### src/rtl/serial_mag_compare_pkg.sv
// Shared result encoding and FSM states for the bit-serial magnitude comparator.
// Result words are one-hot over [0:2]: y[0]=GT, y[1]=EQ, y[2]=LT.
package cmp_pkg;

    typedef enum logic {
        IDLE = 1'b0,
        SCAN = 1'b1
    } state_e;

    localparam logic [0:2] Y_NONE = 3'b000;
    localparam logic [0:2] Y_GT   = 3'b100;
    localparam logic [0:2] Y_EQ   = 3'b010;
    localparam logic [0:2] Y_LT   = 3'b001;

endpackage

### src/rtl/serial_mag_compare_bit_cmp.sv
// Single-bit magnitude comparator: one-hot GT/EQ/LT of a against b.
module bit_cmp
    import cmp_pkg::*;
(
    input  logic       a,
    input  logic       b,
    output logic [0:2] y
);

    always_comb begin
        if (a == b) begin
            y = Y_EQ;
        end else if (a) begin
            y = Y_GT;
        end else begin
            y = Y_LT;
        end
    end

endmodule

### src/rtl/serial_mag_compare.sv
// Bit-serial word comparator: latches two operands on start, walks them MSB-first
// through bit_cmp and publishes a one-hot GT/EQ/LT result with a done pulse.
module serial_mag_compare
    import cmp_pkg::*;
#(
    parameter int WIDTH      = 8,
    parameter bit EARLY_EXIT = 1'b1
) (
    input  logic             clk,
    input  logic             rst_n,
    input  logic             start,
    input  logic [WIDTH-1:0] a_word,
    input  logic [WIDTH-1:0] b_word,
    output logic             busy,
    output logic             done,
    output logic [0:2]       y
);

    localparam int IW = (WIDTH > 1) ? $clog2(WIDTH) : 1;
    localparam logic [IW-1:0] IDX_MSB = IW'(WIDTH - 1);

    state_e           state_q, state_d;
    logic [IW-1:0]    idx_q, idx_d;
    logic [WIDTH-1:0] a_q, a_d;
    logic [WIDTH-1:0] b_q, b_d;
    logic [0:2]       dec_q, dec_d;
    logic [0:2]       y_q, y_d;
    logic             done_q, done_d;

    logic [0:2]       bit_y;
    logic             bit_diff;
    logic             last_bit;
    logic             finish;

    bit_cmp u_bit_cmp (
        .a (a_q[idx_q]),
        .b (b_q[idx_q]),
        .y (bit_y)
    );

    assign bit_diff = (bit_y != Y_EQ);
    assign last_bit = (idx_q == '0);
    assign finish   = (state_q == SCAN) && (last_bit || (EARLY_EXIT && bit_diff));

    always_ff @(posedge clk or negedge rst_n) begin
        if (!rst_n) begin
            state_q <= IDLE;
        end else begin
            state_q <= state_d;
        end
    end

    always_comb begin
        state_d = state_q;
        case (state_q)
            IDLE:    if (start)  state_d = SCAN;
            SCAN:    if (finish) state_d = IDLE;
            default: state_d = IDLE;
        endcase
    end

    always_comb begin
        busy = (state_q == SCAN);
        done = done_q;
        y    = y_q;
    end

    // The decision register keeps the first differing bit; later bits cannot overwrite it.
    always_comb begin
        idx_d  = idx_q;
        a_d    = a_q;
        b_d    = b_q;
        dec_d  = dec_q;
        y_d    = y_q;
        done_d = 1'b0;
        if (state_q == IDLE) begin
            if (start) begin
                a_d   = a_word;
                b_d   = b_word;
                idx_d = IDX_MSB;
                dec_d = Y_EQ;
            end
        end else begin
            if ((dec_q == Y_EQ) && bit_diff) begin
                dec_d = bit_y;
            end
            if (finish) begin
                done_d = 1'b1;
                y_d    = (dec_q == Y_EQ) ? bit_y : dec_q;
            end else begin
                idx_d = idx_q - 1'b1;
            end
        end
    end

    always_ff @(posedge clk or negedge rst_n) begin
        if (!rst_n) begin
            idx_q  <= '0;
            a_q    <= '0;
            b_q    <= '0;
            dec_q  <= Y_EQ;
            y_q    <= Y_NONE;
            done_q <= 1'b0;
        end else begin
            idx_q  <= idx_d;
            a_q    <= a_d;
            b_q    <= b_d;
            dec_q  <= dec_d;
            y_q    <= y_d;
            done_q <= done_d;
        end
    end

endmodule

### config.mk
export PLATFORM = sky130hd
export DESIGN_NAME = serial_mag_compare
export DESIGN_NICKNAME = d
export VERILOG_FILES = /design/src/rtl/serial_mag_compare_pkg.sv /design/src/rtl/serial_mag_compare_bit_cmp.sv /design/src/rtl/serial_mag_compare.sv
export SDC_FILE = /design/constraint.sdc
export NUM_CORES = 1
export LEC_CHECK = 0
export ABC_AREA = 1
export ABC_CLOCK_PERIOD_IN_PS = 2029
export BUFFER_PORTS_ARGS = -buffer_cell sky130_fd_sc_hd__buf_4
export CAP_MARGIN = 20
export CORE_MARGIN = 1.5
export CORE_UTILIZATION = 50
export CTS_CLUSTER_SIZE = 28
export DETAILED_ROUTE_END_ITERATION = 10
export HOLD_SLACK_MARGIN = 0.1
export PLACE_DENSITY = 0.71
export SLEW_MARGIN = 20
export SYNTH_ARGS = -nofsm -noshare
export SYNTH_HDL_FRONTEND = slang
export SYNTH_HIERARCHICAL = 1
export SYNTH_SLANG_ARGS = --single-unit
### constraint.sdc
create_clock -name clk -period 2.03 [get_ports clk]
set_input_delay 0.203 -clock clk [delete_from_list [all_inputs] [get_ports clk]]
set_output_delay 0.203 -clock clk [all_outputs]
set_load 0.1 [all_outputs]
### Word-level counts from Yosys, hierarchy flattened

Index checks and enable logic that the tools add are counted.

| operators by class | value |
|---|---|
| add/subtract/negate cells | 1 |
| $mul | 0 |
| divide/modulo/power cells | 0 |
| $lt $le $gt $ge | 1 |
| equal/unequal tests | 5 |
| shift-type cells | 0 |
| muxes and demuxes | 18 |
| bitwise operators | 1 |
| reductions and logical operators | 9 |

Operators by type and width:

| operator | number |
|---|---|
| 2-to-1 mux 3 bit | 9 |
| AND reduction 2 bit | 4 |
| binary-select mux 1 bit (select 3 bit) | 2 |
| 2-to-1 mux 1 bit | 6 |
| less-than comparator 3 x 4 -> 1 bit, second input constant | 1 |
| equality test 3 x 2 -> 1 bit, second input constant | 1 |
| zero test 3 bit | 1 |
| != test 3 x 2 -> 1 bit, second input constant | 1 |
| subtractor 3 x 1 -> 3 bit, second input constant | 1 |
| logical AND 1 bit | 2 |
| != test 2 x 1 -> 1 bit, second input constant | 1 |
| != test 2 bit, second input constant | 1 |
| case mux 1 bit (2 select lines) | 1 |
| nonzero test 2 bit | 1 |
| equality test 1 bit | 1 |
| logical OR 1 bit | 1 |
| NOT 1 bit | 1 |

| word-level totals | value |
|---|---|
| bits in registers | 27 |
| bits in latches | 0 |
| bits in writable memories | 0 |
| memory bits (read-only) | 0 |
| bits of input ports | 19 |
| output and inout bits | 5 |
| word-level logic and storage cells | 42 |
| memories kept | 0 |

### Logic depth before layout (Yosys ltp)

| logic depth | value |
|---|---|
| depth after elaboration | 9 |
| depth in mapped cells | 15 |

### Cells and area by module

The synthesis kept the hierarchy.

Modules (own cells, without submodules):

| module | times used | cells an instance | area an instance (um^2) | seq. area each (um^2) |
|---|---|---|---|---|
| serial_mag_compare | 1 | 184 | 1,431.4 | 676.9 |
| bit_cmp | 1 | 4 | 32.5 | 0.0 |

### Worst setup path before layout

No wires, ideal clock.

| timing path | value |
|---|---|
| path kind | reg2reg |
| from | register idx_q[0] |
| to | register y_q, in the netlist y[1] |
| data arrival time | 1.695 ns |
| required time | 1.956 ns |
| setup slack | 0.261 ns |
| stages on the path, launching flop included | 16 |
| period minus slack after synthesis | 1.769 ns |
| cell sequence | dfrtp_1 > buf_4 > buf_6 > nand2_1 > nand2_1 > nand2_1 > nand2_1 > nand2_1 > inv_1 > ha_1 > inv_1 > nor2_2 > nand3_2 > nand2_4 > nand2_1 > o21ai_2 |

| between the ends | value |
|---|---|
| word-level cells in the longest chain between the ends | 8 |

RTL lines:

| element | RTL line | RTL |
|---|---|---|
| from (decl) | serial_mag_compare.sv:23 | `logic [IW-1:0] idx_q, idx_d;` |
| from (signal assigned) | serial_mag_compare.sv:105 | `idx_q <= idx_d;` |
| binary-select mux 1 bit (select 3 bit), on equally long branches | serial_mag_compare.sv:36, serial_mag_compare.sv:37 |  |
| 2-to-1 mux 1 bit, on equally long branches | serial_mag_compare.sv:36, serial_mag_compare.sv:37 |  |
| equality test 1 bit * | serial_mag_compare_bit_cmp.sv:11 | `if (a == b) begin` |
| 2-to-1 mux 3 bit * | serial_mag_compare_bit_cmp.sv:11 |  |
| via bit_y (one bit) | serial_mag_compare.sv:30 | `logic [0:2] bit_y;` |
| != test 3 x 2 -> 1 bit | serial_mag_compare.sv:41 | `assign bit_diff = (bit_y != Y_EQ);` |
| logical OR 1 bit | serial_mag_compare.sv:43 | `assign finish = (state_q == SCAN) && (last_bit \|\| (EARLY_EXIT && bit_diff));` |
| logical AND 1 bit | serial_mag_compare.sv:43 |  |
| AND reduction 2 bit (no line) | - |  |
| to (signal assigned) | serial_mag_compare.sv:109 | `y_q <= y_d;` |
| to (decl) | serial_mag_compare.sv:27 | `logic [0:2] y_q, y_d;` |

The timed path passes the listed nets; every way through them passes the cells marked *. The select of a mux whose other input is x is not followed.
A chain may end at the register's enable or synchronous reset.

### Worst setup path in the final report

| timing path | value |
|---|---|
| from | register idx_q[0] |
| to | register idx_q[2] |

| between the ends | value |
|---|---|
| word-level cells in the longest chain between the ends | 9 |

RTL lines:

| element | RTL line |
|---|---|
| binary-select mux 1 bit (select 3 bit), on equally long branches | serial_mag_compare.sv:36, serial_mag_compare.sv:37 |
| 2-to-1 mux 1 bit, on equally long branches | serial_mag_compare.sv:36, serial_mag_compare.sv:37 |
| equality test 1 bit * | serial_mag_compare_bit_cmp.sv:11 |
| 2-to-1 mux 3 bit * | serial_mag_compare_bit_cmp.sv:11 |
| via bit_y (one bit) | serial_mag_compare.sv:30 |
| != test 3 x 2 -> 1 bit * | serial_mag_compare.sv:41 |
| logical OR 1 bit * | serial_mag_compare.sv:43 |
| logical AND 1 bit * | serial_mag_compare.sv:43 |
| != test 2 bit (no line) * | - |
| AND reduction 2 bit (no line) * | - |

Marks and branches as above.

==> impl_metrics.env <==
export IMPL_rows=19
export IMPL_drive_gt1_share_pct=26.7
export IMPL_grtUsageTotal_pct=20.4
export IMPL_synthesis_area_sq_um=1460
export IMPL_drv_cap=0
export IMPL_drt_wl_total_mm=3.12
export IMPL_htreeDepth=1
export IMPL_max_freq_mhz=528
export IMPL_drt_antenna_violating_nets=0
export IMPL_tightest_slew_ns=0.497
export IMPL_final_nets=256
export IMPL_path_cells="buf_6 -> nor2_1 -> nor2_1 -> nand2_1 -> nand2_1 -> nand2_1 -> nand2_2 -> ha_4 -> inv_2 -> nor2_4 -> nand4_4 -> nand3_1 -> nand2_1"
export IMPL_die_y_um=57.1
export IMPL_setup_viol=0
export IMPL_crit_fanout=6
export IMPL_syn_nets=211
export IMPL_clkSinkCount=27
export IMPL_startpoint_type="register"
export IMPL_hp_start="start"
export IMPL_antenna_found_initial=0
export IMPL_io_pins=24
export IMPL_fill_cells=241
export IMPL_dieArea_sq_um=3260
export IMPL_vias_per_cell=5.03
export IMPL_path_delay_family="simple AND/OR/NAND/NOR gates"
export IMPL_core_area_sq_um=2760
export IMPL_first_pass_iters=4
export IMPL_grt_pass1_wl_mm=5.35
export IMPL_crit_path_frequent_cell="nand2_1"
export IMPL_multi_input_area_sq_um=671
export IMPL_synth_seq_cells=27
export IMPL_drc=0
export IMPL_clk_pin_slew_ns=0.15
export IMPL_r2r_slack_ns=0.14
export IMPL_min_path_cells=5
export IMPL_final_cell_mix="77 x nand2_1, 27 x buf_4, 24 x dfrtp_1, 17 x dlygate4sd3_1"
export IMPL_overflow=0
export IMPL_crit_slowest_cell="dfrtp_2"
export IMPL_dp_hpwl_mm=2.17
export IMPL_period_minus_slack_ns=1.89
export IMPL_clockBufferDepth=2
export IMPL_regArea_sq_um=679
export IMPL_start_util_pct=53.1
export IMPL_hold_class="input pin to register"
export IMPL_timing_setup_tns_ns=0
export IMPL_cp_end_kind="register"
export IMPL_wl_per_cell_um=11.9
export IMPL_clkLatencyLatePin_ns=0.33
export IMPL_finalMaxSlewViolations=0
export IMPL_outcome="complete, no violations"
export IMPL_portBuffers=23
export IMPL_ys_warn_count=6
export IMPL_avgSynthCellArea_sq_um=7.79
export IMPL_place_congestion=0.827
export IMPL_hold_viol_final=0
export IMPL_critPathKind="register to register"
export IMPL_grt_max_degree=28
export IMPL_cts_buffers=3
export IMPL_vias=1324
export IMPL_root_buffer="clkbuf_4"
export IMPL_num_antenna_cells=0
export IMPL_slew_headroom_pct=66.8
export IMPL_cp_slowest_stage_delay_ns=0.46
export IMPL_dpl_cell_area_sq_um=1640
export IMPL_cp_required_ns=2.27
export IMPL_final_setup_skew_ns=0.00370
export IMPL_cp_arrival_ns=2.14
export IMPL_die_w_um=57.1
export IMPL_synthCells=188
export IMPL_post_route_period_util_pct=93.3
export IMPL_area_growth_syn_to_layout_pct=30.0
export IMPL_drt_iter0_drc=31
export IMPL_r2r_start="idx_q[0]$_DFFE_PN0P_"
export IMPL_yosysSeqAreaShare_pct=46.2
export IMPL_whs_endpoint="idx_q[2]$_DFFE_PN0P_"
export IMPL_grt_pass1_vias=1321
export IMPL_r2r_cells=13
export IMPL_tritoncts="built"
export IMPL_finalInstanceArea_sq_um=1900
export IMPL_hold_worst_slack_ns=0.255
export IMPL_final_common_cell="nand2_1"
export IMPL_crit_buf_inv=2
export IMPL_synth_cell_types=23
export IMPL_final_core_util_pct=69.0
export IMPL_reg2reg_to="idx_q[2]$_DFFE_PN0P_"
how the worst max path moves through the flow:
stage                          from                   end  slack [ns]  cells after the start
5_1_grt        idx_q[0]$_DFFE_PN0P_      y[2]$_DFFE_PN0P_      -0.005                     15
2_1_floorplan  idx_q[0]$_DFFE_PN0P_      y[1]$_DFFE_PN0P_        0.26                     15
4_1_cts        idx_q[0]$_DFFE_PN0P_  idx_q[0]$_DFFE_PN0P_        0.08                     13
3_5_place_dp   idx_q[0]$_DFFE_PN0P_  idx_q[2]$_DFFE_PN0P_        0.03                     13
6_report       idx_q[0]$_DFFE_PN0P_  idx_q[2]$_DFFE_PN0P_        0.14                     13
3_3_place_gp   idx_q[0]$_DFFE_PN0P_  idx_q[0]$_DFFE_PN0P_        0.14                     13
metal layers:
metal / wire, um / vias up / global-route usage, % / part of all wire (%)
met4: 25 / 0 / 5.98 / 0.80
li1: - / 659 / - / -
met1: 1350 / 636 / 25.9 / 43
met3: 82 / 4 / 2.27 / 2.6
met2: 1670 / 25 / 36.8 / 53
met5: 0 / - / 0 / 0
per-stage QoR:
stage          cells  setup WS, ns
5_1_grt          263      -0.00532
2_1_floorplan    188         0.261
3_5_place_dp     240        0.0299
4_1_cts          261        0.0803
3_3_place_gp     240         0.137
6_report         263         0.135
final cells by class:
type	count	area share, %
clock buffer	3	1.18
clock inverter	1	0.394
inverter	23	4.67
multi-input combinational	132	35.2
sequential	27	35.7
tap	31	2.04
timing repair buffer	46	20.8
synthesized netlist by cell type (all sizes together):
| master | n | area share (%) |
|---|---|---|
| dfrtp | 26 | 44 |
| buf | 6 | 4.4 |
| nor3 | 1 | 0.68 |
| o21ai | 10 | 3.7 |
| nand3 | 8 | 4.1 |
| nand2 | 84 | 23 |
| ha | 4 | 3.4 |
| xnor2 | 1 | 0.60 |
| inv | 23 | 6.1 |
| dfstp | 1 | 1.8 |
| nand4 | 5 | 2.6 |
| o22ai | 1 | 0.43 |
| nor2 | 18 | 5.3 |
sequential cells by signal, summed over array words and instances (netlist names):
signal / cells
a_q: 8
b_q: 8
dec_q: 3
idx_q: 3
y: 3
busy: 1
done: 1
worst min-delay path: stages:
cell and delay, ns:
buf_4 0.08, inv_1 0.06, nand2_2 0.09, nand3_2 0.07, nand2_1 0.06
repair_timing:
| action | in CTS | in global routing |
|---|---|---|
| setup buffers | 0 | 2 |
| setup endpoints to repair | 2 | 7 |
| pin swaps | 0 | 5 |
| hold endpoints to repair | 43 | 0 |
| resized for setup | 1 | 13 |
| hold buffers | 17 | 0 |
cells by family after synthesis:
family                   after synthesis  share of synthesized area (%)
AO/OA/AOI/OAI                         11                           4.10
XOR/XNOR                               1                          0.598
adder cells (fa/ha/maj)                4                           3.42
buffers and inverters                 29                           10.4
flip-flops                            27                           46.2
AND/OR/NAND/NOR                      116                           35.2
Power is left out: the tool's default activity adds up to more than one toggle a clock period on the data nets, which glitch-free logic cannot reach.
